File: src/rtl/pong_timer_pkg.sv
// pong_timer_pkg
//   Shared types and helpers for the serve countdown timer:
//   - state_t   : countdown FSM state encoding
//   - BCD_W     : width of a 2-digit BCD value
//   - bin2bcd   : binary 0..99 to 2-digit BCD (elaboration-time use)
//   - bcd2bin   : 2-digit BCD to binary, used for threshold compares
//   - bcd_valid : both digits in 0..9
package pong_timer_pkg;

  localparam int BCD_W = 8;

  typedef enum logic [1:0] {
    IDLE   = 2'd0,
    RUN    = 2'd1,
    HOLD   = 2'd2,
    FINISH = 2'd3
  } state_t;

  function automatic logic [BCD_W-1:0] bin2bcd(input int unsigned v);
    logic [3:0] tens;
    logic [3:0] units;
    tens  = 4'((v / 10) % 10);
    units = 4'(v % 10);
    return {tens, units};
  endfunction

  function automatic int unsigned bcd2bin(input logic [BCD_W-1:0] b);
    return (int'(b[7:4]) * 10) + int'(b[3:0]);
  endfunction

  function automatic logic bcd_valid(input logic [BCD_W-1:0] b);
    return (b[7:4] <= 4'd9) && (b[3:0] <= 4'd9);
  endfunction

endpackage

File: src/rtl/bcd_dec2.sv
// bcd_dec2
//   Combinational 2-digit BCD decrement. Units 0 wraps to 9 and borrows
//   from the tens digit; 00 wraps to 99 (the FSM never decrements 00).
// Ports:
//   value : current BCD value
//   dec   : value minus one, in BCD
module bcd_dec2
  import pong_timer_pkg::*;
(
  input  logic [BCD_W-1:0] value,
  output logic [BCD_W-1:0] dec
);

  logic [3:0] tens;
  logic [3:0] units;

  always_comb begin
    tens  = value[7:4];
    units = value[3:0];
    if (units == 4'd0) begin
      units = 4'd9;
      tens  = (tens == 4'd0) ? 4'd9 : tens - 4'd1;
    end else begin
      units = units - 4'd1;
    end
    dec = {tens, units};
  end

endmodule

File: src/rtl/serve_countdown.sv
// serve_countdown
//   2-digit BCD countdown run before each serve. Counts down once per
//   rising edge of the slow tick qualifier; done pulses when 00 is reached.
//   Optional warning blink enabled by defining SERVE_WARN_BLINK_EN.
// Ports:
//   clock     : system clock, rising edge
//   reset     : synchronous, active-high
//   tick_in   : 1 Hz qualifier from the divider (level pulse)
//   start     : begin countdown, honoured only in IDLE
//   pause     : level, freezes the countdown
//   abort     : cancel the countdown without done
//   load_bcd  : start value, [7:4] tens, [3:0] units
//   remaining : current BCD value
//   busy      : high in RUN or HOLD
//   done      : one-cycle pulse on reaching 00
//   warn      : blink output (0 unless SERVE_WARN_BLINK_EN)
//
// state  | meaning
// -------+-------------------------------------------------
// IDLE   | waiting for start; remaining holds last value
// RUN    | counting down on each tick edge
// HOLD   | paused; ticks are discarded
// FINISH | reached 00; done high for this one cycle
module serve_countdown
  import pong_timer_pkg::*;
#(
  parameter int START_SECONDS = 3,
  parameter int WARN_LEVEL    = 3
) (
  input  logic             clock,
  input  logic             reset,
  input  logic             tick_in,
  input  logic             start,
  input  logic             pause,
  input  logic             abort,
  input  logic [BCD_W-1:0] load_bcd,
  output logic [BCD_W-1:0] remaining,
  output logic             busy,
  output logic             done,
  output logic             warn
);

  if (START_SECONDS < 1 || START_SECONDS > 99) begin : g_bad_start
    $error("serve_countdown: START_SECONDS must be 1..99");
  end
  if (WARN_LEVEL < 1 || WARN_LEVEL > 99) begin : g_bad_warn
    $error("serve_countdown: WARN_LEVEL must be 1..99");
  end

  localparam logic [BCD_W-1:0] START_BCD = bin2bcd(START_SECONDS);

  state_t           state;
  logic             tick_q;
  logic             tick_ev;
  logic [BCD_W-1:0] load_val;
  logic [BCD_W-1:0] dec_val;

  // tick_q resets low, but the FSM is in IDLE after reset, so a tick held
  // across reset release can never decrement anything.
  assign tick_ev  = tick_in & ~tick_q;
  assign load_val = (bcd_valid(load_bcd) && (load_bcd != '0)) ? load_bcd : START_BCD;

  bcd_dec2 u_dec (
    .value (remaining),
    .dec   (dec_val)
  );

`ifdef SERVE_WARN_BLINK_EN
  logic warn_r;
  assign warn = warn_r;
`else
  assign warn = 1'b0;
`endif

  always_ff @(posedge clock) begin
    if (reset) begin
      state     <= IDLE;
      remaining <= '0;
      busy      <= 1'b0;
      done      <= 1'b0;
      tick_q    <= 1'b0;
`ifdef SERVE_WARN_BLINK_EN
      warn_r    <= 1'b0;
`endif
    end else begin
      tick_q <= tick_in;
      done   <= 1'b0;
      case (state)
        IDLE: begin
          if (start) begin
            state     <= RUN;
            remaining <= load_val;
            busy      <= 1'b1;
`ifdef SERVE_WARN_BLINK_EN
            warn_r    <= 1'b0;
`endif
          end
        end

        RUN: begin
          if (abort) begin
            state     <= IDLE;
            remaining <= '0;
            busy      <= 1'b0;
`ifdef SERVE_WARN_BLINK_EN
            warn_r    <= 1'b0;
`endif
          end else if (pause) begin
            // a tick in the same cycle as pause is deliberately dropped
            state <= HOLD;
          end else if (tick_ev) begin
            if (remaining == 8'h01) begin
              state     <= FINISH;
              remaining <= '0;
              busy      <= 1'b0;
              done      <= 1'b1;
`ifdef SERVE_WARN_BLINK_EN
              warn_r    <= 1'b0;
`endif
            end else begin
              remaining <= dec_val;
`ifdef SERVE_WARN_BLINK_EN
              // threshold judged on the value this tick lands on
              if (bcd2bin(dec_val) <= WARN_LEVEL) warn_r <= ~warn_r;
              else                                warn_r <= 1'b0;
`endif
            end
          end
        end

        HOLD: begin
          if (abort) begin
            state     <= IDLE;
            remaining <= '0;
            busy      <= 1'b0;
`ifdef SERVE_WARN_BLINK_EN
            warn_r    <= 1'b0;
`endif
          end else if (!pause) begin
            state <= RUN;
          end
        end

        FINISH: begin
          // start is ignored here; a restart needs start in a later cycle
          state <= IDLE;
        end

        default: begin
          state     <= IDLE;
          remaining <= '0;
          busy      <= 1'b0;
        end
      endcase
    end
  end

endmodule

File: config.mk
export PLATFORM = sky130hd
export DESIGN_NAME = serve_countdown
export DESIGN_NICKNAME = d
export VERILOG_FILES = /design/src/rtl/pong_timer_pkg.sv /design/src/rtl/bcd_dec2.sv /design/src/rtl/serve_countdown.sv
export SDC_FILE = /design/constraint.sdc
export NUM_CORES = 1
export LEC_CHECK = 0
export BUFFER_PORTS_ARGS = -buffer_cell sky130_fd_sc_hd__buf_2
export CAP_MARGIN = 0
export CELL_PAD_IN_SITES_DETAIL_PLACEMENT = 0
export CELL_PAD_IN_SITES_GLOBAL_PLACEMENT = 1
export CORE_MARGIN = 8
export CORE_UTILIZATION = 30
export CTS_CLUSTER_DIAMETER = 200
export DETAILED_ROUTE_END_ITERATION = 10
export PLACE_DENSITY = 0.7
export SYNTH_ARGS = -nofsm -noshare
export SYNTH_HDL_FRONTEND = slang
export SYNTH_SLANG_ARGS = --single-unit
File: constraint.sdc
create_clock -name clock -period 2.1 [get_ports clock]
set_input_delay 0.21 -clock clock [delete_from_list [all_inputs] [get_ports clock]]
set_output_delay 0.21 -clock clock [all_outputs]
set_load 0.01 [all_outputs]
==> run_results.csv, run 1 <==
group,metric,value,unit
clocking,clockBufferDepth,2,
power_and_ir_drop,p_seq_share,35.8,%
final_layout,layout-drive-gt1-share,31.01,%
worst_setup_path,cp-end-kind,"flop",
timing,rsz0062_at_grt,"no",
placement,gp_congestion,0.8979,
detailed_routing,wl_met2,1.373,mm
clocking,cts_buffers,3,
placement,hpwl,2.373,mm
floorplan,start_util,31.29,%
detailed_routing,dr.first_iter.drc_count,86,
yosys,synth_nets,145,
worst_hold_path,hp-class,"in2reg",
timing,worst_hold_slack,0.1663,ns
final_layout,instances_no_fill,204,
floorplan,core_area,3363,um2
clocking,cts_root_buf,"clkbuf_4",
clocking,h-tree-depth,1,
final_layout,fin_nets,180,
power_and_ir_drop,clock_power_share,19.2,%
floorplan,rows,21,
yosys,synth.avg_cell_area,8.486,um2
timing,slew_headroom,56.55,%
yosys,synth-async-reset-ratio,0,%
worst_setup_path,r2r_cells,7,
worst_setup_path,crit_required,2.31,ns
global_route,grt_start_max_net_pins,14,
detailed_routing,route.met3.wl,258,um
placement,dp_cells,199,
detailed_routing,viasPerCell,5.461,
yosys,yosys.area.top_type,"dfxtp_1",
power_and_ir_drop,vdd_ir_drop_max,0.3701,mV
timing,hold_violations,0,
yosys,synth_cells,124,
global_route,grt_overflow,0,
power_and_ir_drop,power_per_cell_area,651.3,nW/um2
yosys,synth_edf_count,0,
worst_setup_path,cp.arrival,2.17,ns
detailed_routing,drc,0,
global_route,grt_pass1_wl,4.892,mm
floorplan,die_h,75.23,um
global_route,antenna_found_initial,0,
clocking,cts_tree,"done",
power_and_ir_drop,intPower,534.4,uW
clocking,cts.sinks,13,
yosys,ys_types,42,
timing,skew,0.001782,ns
power_and_ir_drop,total_leakage_power,0.5244,nW
yosys,syn_area,1052,um2
run_status,status,"completed",
timing,worstMarginPinSlew,0.6447,ns
yosys,synthTopCellsByCount,"a21oi_1 (13), dfxtp_1 (13), inv_1 (9)",
global_route,grt_pass1_vias,1073,
power_and_ir_drop,p_comb_share,45.1,%
detailed_routing,ant_nets,0,
yosys,yosys.area.top_type_share,24.73,%
yosys,synth_ff_type,"dfxtp_1",
power_and_ir_drop,p_sw_share,38.60,%
worst_setup_path,path_max_fanout,6,
detailed_routing,wl_met1,1.365,mm
worst_setup_path,worstSetupPathType,"reg2reg",
final_layout,fillCellCount,373,
final_layout,multi_input_comb_area,759.5,um2
timing,setup_viol,0,
detailed_routing,num_vias,1114,
floorplan,die_area,5659,um2
timing,tns,0,ns
timing,period_share,93.76,%
clocking,ctsHoldBuffers,0,
timing,final.min_clock_period,1.969,ns
final_layout,area_growth,26.99,%
floorplan,die_w,75.23,um
yosys,ys_warn_count,0,
detailed_routing,first_pass_iters,4,
final_layout,regArea,261.5,um2
yosys,synth_seq_area_share,24.73,%
worst_hold_path,hold_path_depth,2,
power_and_ir_drop,p_sw,335.9,uW
placement,io_buffers,23,
detailed_routing,wl_per_cell,14.83,um
floorplan,ios,25,
timing,final_max_slew_viol_count,0,
timing,fmax,507.9,MHz
yosys,yosys_register_bits,13,
worst_setup_path,crit_path_start_kind,"flop",
detailed_routing,routed_wl,3.026,mm
clocking,cts.clk_slew.worst_paths,0.09,ns
run,max_cap_viol_count,0,
final_layout,antennaDiodeCount,0,
clocking,clk_latency,0.29,ns
final_layout,fin_util,39.73,%
yosys,ys_top_cells_by_area,"dfxtp_1 (25%), ha_1 (8.3%), a21oi_1 (6.2%), a2111oi_4 (5.2%), a311oi_1 (4.2%)",
detailed_routing,topRoutingLayerUsed,"met4",
global_route,grtUsageTotal,11.18,%
==> path summary, 6_finish.rpt <==
kind,startpoint,endpoint,slack [ns]
max reg2reg,remaining[5],remaining[5],0.13
max,remaining[5],remaining[5],0.13
min reg2reg,state[1],state[1],0.51
min,tick_in,tick_q,0.17
==> cell type report <==
| type | instances | area share (%) |
|---|---|---|
| sequential | 13 | 19.57 |
| tap | 46 | 4.307 |
| clock buffer | 4 | 1.966 |
| multi-input combinational | 98 | 56.84 |
| inverter | 9 | 2.528 |
| timing repair buffer | 34 | 14.79 |
==> worst max-delay path, stage by stage, from the launching register on <==
cell and delay [ns]:
dfxtp_1 0.35, inv_1 0.12, ha_4 0.16, or3b_4 0.42, a2111oi_4 0.34, buf_4 0.19
a21oi_1 0.07, a211oi_1 0.23
==> metrics by stage <==
step	setup slack, ns	cell area (um2)	power, mW
global route	0.004717	1336	0.9379
detailed placement	0.03757	1281	0.6883
global placement	0.1268	1281	0.6826
finish	0.1311	1336	0.8704
CTS	0.01807	1308	0.8614
floorplan	0.1636	1052	0.5460
==> flip-flops by register name, indices dropped and copies added (netlist names) <==
register / count
busy: 1
state: 2
tick_q: 1
done: 1
remaining: 8
==> repair_timing <==
item | in CTS | in global routing
endpoints found under the setup margin | 0 | 6
buffers inserted | 0 | 1
gates resized for setup | 0 | 5
==> cell families (layout without fill, tap and decap cells) <==
family          after synthesis  count (layout)  share of synthesized area, %
fa+ha+maj                     7               7                         8.323
compound gates               46              46                         35.44
buf+inv                      13              47                         4.994
flops                        13              13                         24.73
simple gates                 44              44                         26.16
other cells                   1               1                        0.3564
==> power groups by stage <==
stage,Clock [mW],Sequential (mW),Combinational [mW]
after floorplan,0,0.320,0.226
after global placement,0,0.315,0.367
after detailed placement,0,0.316,0.372
after CTS,0.177,0.310,0.374
after global routing,0.188,0.318,0.432
final,0.167,0.311,0.392
==> metal layers <==
layer	up-vias	GRT usage (%)
met1	527	13.56
met4	0	3.198
li1	552	-
met2	31	17.85
met5	-	0
met3	4	4.261
==> cells in the final DEF (no fill, tap or decap), types with 2 or more instances in the layout <==
master     count
a2111oi_4      2
a311o_1        2
nand2b_1       2
clkbuf_4       3
nor3_1         7
o21bai_1       2
o21ai_0        4
a21oi_1       13
or2_2          3
a311oi_1       5
buf_4         11
ha_1           6
a211o_1        2
o32ai_1        3
o21a_1         4
nor2_1         3
buf_2         23
or4b_1         2
or4_1          2
or3b_4         2
inv_1          9
nor4_1         4
dfxtp_1       12
nand2_1        7
nor2b_1        5
(Power assumes the default switching activity.)
==> run 2, diff against run 1 <==
Settings changed: SETUP_SLACK_MARGIN set to 0.3.
==> run_results.csv, run 2 (synthesis gave the netlist of run 1 again) <==
group,metric,value,unit
timing,final.min_clock_period,1.899,ns
final_layout,largest_reg_flops,8,
power_and_ir_drop,finalPower,945.7,uW
clocking,cts.sinks,13,
worst_setup_path,crit_path_start_kind,"flop",
floorplan,core_area,3363,um2
global_route,busiest_layer,"met2",
global_route,grt_pass1_vias,1113,
final_layout,stdcell_area,1465,um2
timing,skew,0.005504,ns
detailed_routing,first_pass_iters,4,
final_layout,area_growth,39.24,%
clocking,clk_latency,0.28,ns
timing,slew_headroom,55.03,%
global_route,gr-usage-met3,3.196,%
final_layout,multi_input_comb_area,825.8,um2
final_layout,layout-drive-gt1-share,45.73,%
detailed_routing,wl_per_cell,14.92,um
detailed_routing,viasPerCell,5.324,
timing,fmax,526.6,MHz
floorplan,start_util,31.29,%
clocking,cts_tree,"done",
power_and_ir_drop,total_leakage_power,0.5743,nW
placement,gp_congestion,0.7450,
global_route,grt.met1_usage,13.83,%
floorplan,die_h,75.23,um
worst_setup_path,path_max_fanout,6,
detailed_routing,ant_nets,0,
final_layout,layout_commonest_cell,"buf_2",
detailed_routing,drc,0,
timing,worstMarginPinSlew,0.6672,ns
run,max_cap_viol_count,0,
final_layout,fin_nets,186,
global_route,grt_overflow,0,
final_layout,layout_top_registers,"remaining x8, state x2",
power_and_ir_drop,power_per_cell_area,645.5,nW/um2
final_layout,largest-register,"remaining",
worst_setup_path,crit_required,2.29,ns
global_route,grt_start_max_net_pins,14,
clocking,cts_buffers,3,
clocking,clockBufferDepth,2,
timing,hold_violations,0,
floorplan,ios,25,
timing,period_share,90.43,%
timing,tns,0,ns
timing,final_max_slew_viol_count,0,
detailed_routing,num_vias,1118,
final_layout,most-common-layout-cells,"buf_2 (23), buf_4 (17), a21oi_1 (12)",
timing,rsz0062_at_grt,"yes",
run_status,status,"completed",
worst_setup_path,worstSetupPathType,"reg2reg",
timing,setup_viol,0,
floorplan,die_area,5659,um2
clocking,h-tree-depth,1,
placement,io_buffers,23,
clocking,ctsHoldBuffers,0,
worst_setup_path,cp.arrival,2.09,ns
global_route,grt_pass1_wl,5.030,mm
detailed_routing,routed_wl,3.134,mm
final_layout,antennaDiodeCount,0,
power_and_ir_drop,vdd_ir_drop_max,0.2483,mV
floorplan,rows,21,
global_route,antenna_found_initial,0,
placement,place_area,1271,um2
clocking,cts_root_buf,"clkbuf_4",
global_route,use_met2,18.71,%
worst_hold_path,hp-class,"in2reg",
worst_setup_path,cp-end-kind,"flop",
global_route,grtUsageTotal,11.20,%
final_layout,fillCellCount,360,
final_layout,regArea,272.8,um2
floorplan,die_w,75.23,um
clocking,cts.clk_slew.worst_paths,0.10,ns
placement,hpwl,2.389,mm
detailed_routing,dr.first_iter.drc_count,46,
## run 2: cell count changes in the layout (fill, tap and decap cells not counted), moves of 2 or more
cell / previous run / this run
ha_1: 6 / 4
inv_1: 9 / 5
dfxtp_1: 12 / 9
buf_4: 11 / 17
inv_4: 0 / 2
dfxtp_4: 0 / 3
nor2b_1: 5 / 2
inv_2: 0 / 2
nor2b_4: 0 / 2
## run 2: layout make-up
type,instances,share of cell area (%)
inverter,9,2.647
clock buffer,3,1.537
tap,46,3.928
multi-input combinational,98,56.36
sequential,13,18.62
timing repair buffer,40,16.57
clock inverter,1,0.3416
## run 2: final timing paths
kind                            cells past startpoint  slack [ns]          from           end
worst max-delay path                                7        0.20  remaining[4]  remaining[4]
worst min-delay path                                2        0.17       tick_in        tick_q
worst max register to register                      7        0.20  remaining[4]  remaining[4]
worst min register to register                      2        0.51      state[1]      state[1]
## run 2: critical path: stages, from the launching register on
cell and delay, ns:
dfxtp_4 0.37, inv_4 0.06, ha_4 0.13, or3b_4 0.40, a2111oi_4 0.34, buf_4 0.20
a21oi_2 0.07, a311oi_2 0.26
## run 2: metrics by stage
step,utilization (%),setup slack (ns),hold slack (ns),cells
final,43.56,0.2010,0.1660,210
after CTS,40.48,0.2871,0.1690,204
after global routing,43.56,0.1407,0.1740,210
after global placement,37.80,0.2230,0.4402,194
after floorplan,-,0.2947,0.2816,124
after detailed placement,37.80,0.1173,0.4574,194
## run 2: report_power, final
group / leakage (nW) / internal, mW / total [mW] / switching (mW)
clock network: 0.0177 / 0.0705 / 0.163 / 0.0929
registers: 0.109 / 0.277 / 0.318 / 0.0405
logic: 0.447 / 0.235 / 0.465 / 0.230
total: 0.574 / 0.583 / 0.946 / 0.363
## run 2: metal layers
layer	share of wire, %	up-vias
met4	0.67	0
li1	-	558
met5	0	-
met3	4.3	4
met1	45	543
met2	50	13
## run 2: what timing repair did
action                                  4_1_cts  5_1_grt
resized for setup                             6       15
buffers inserted                              6        6
endpoints found under the setup margin        9       11
pin swaps                                     4        3
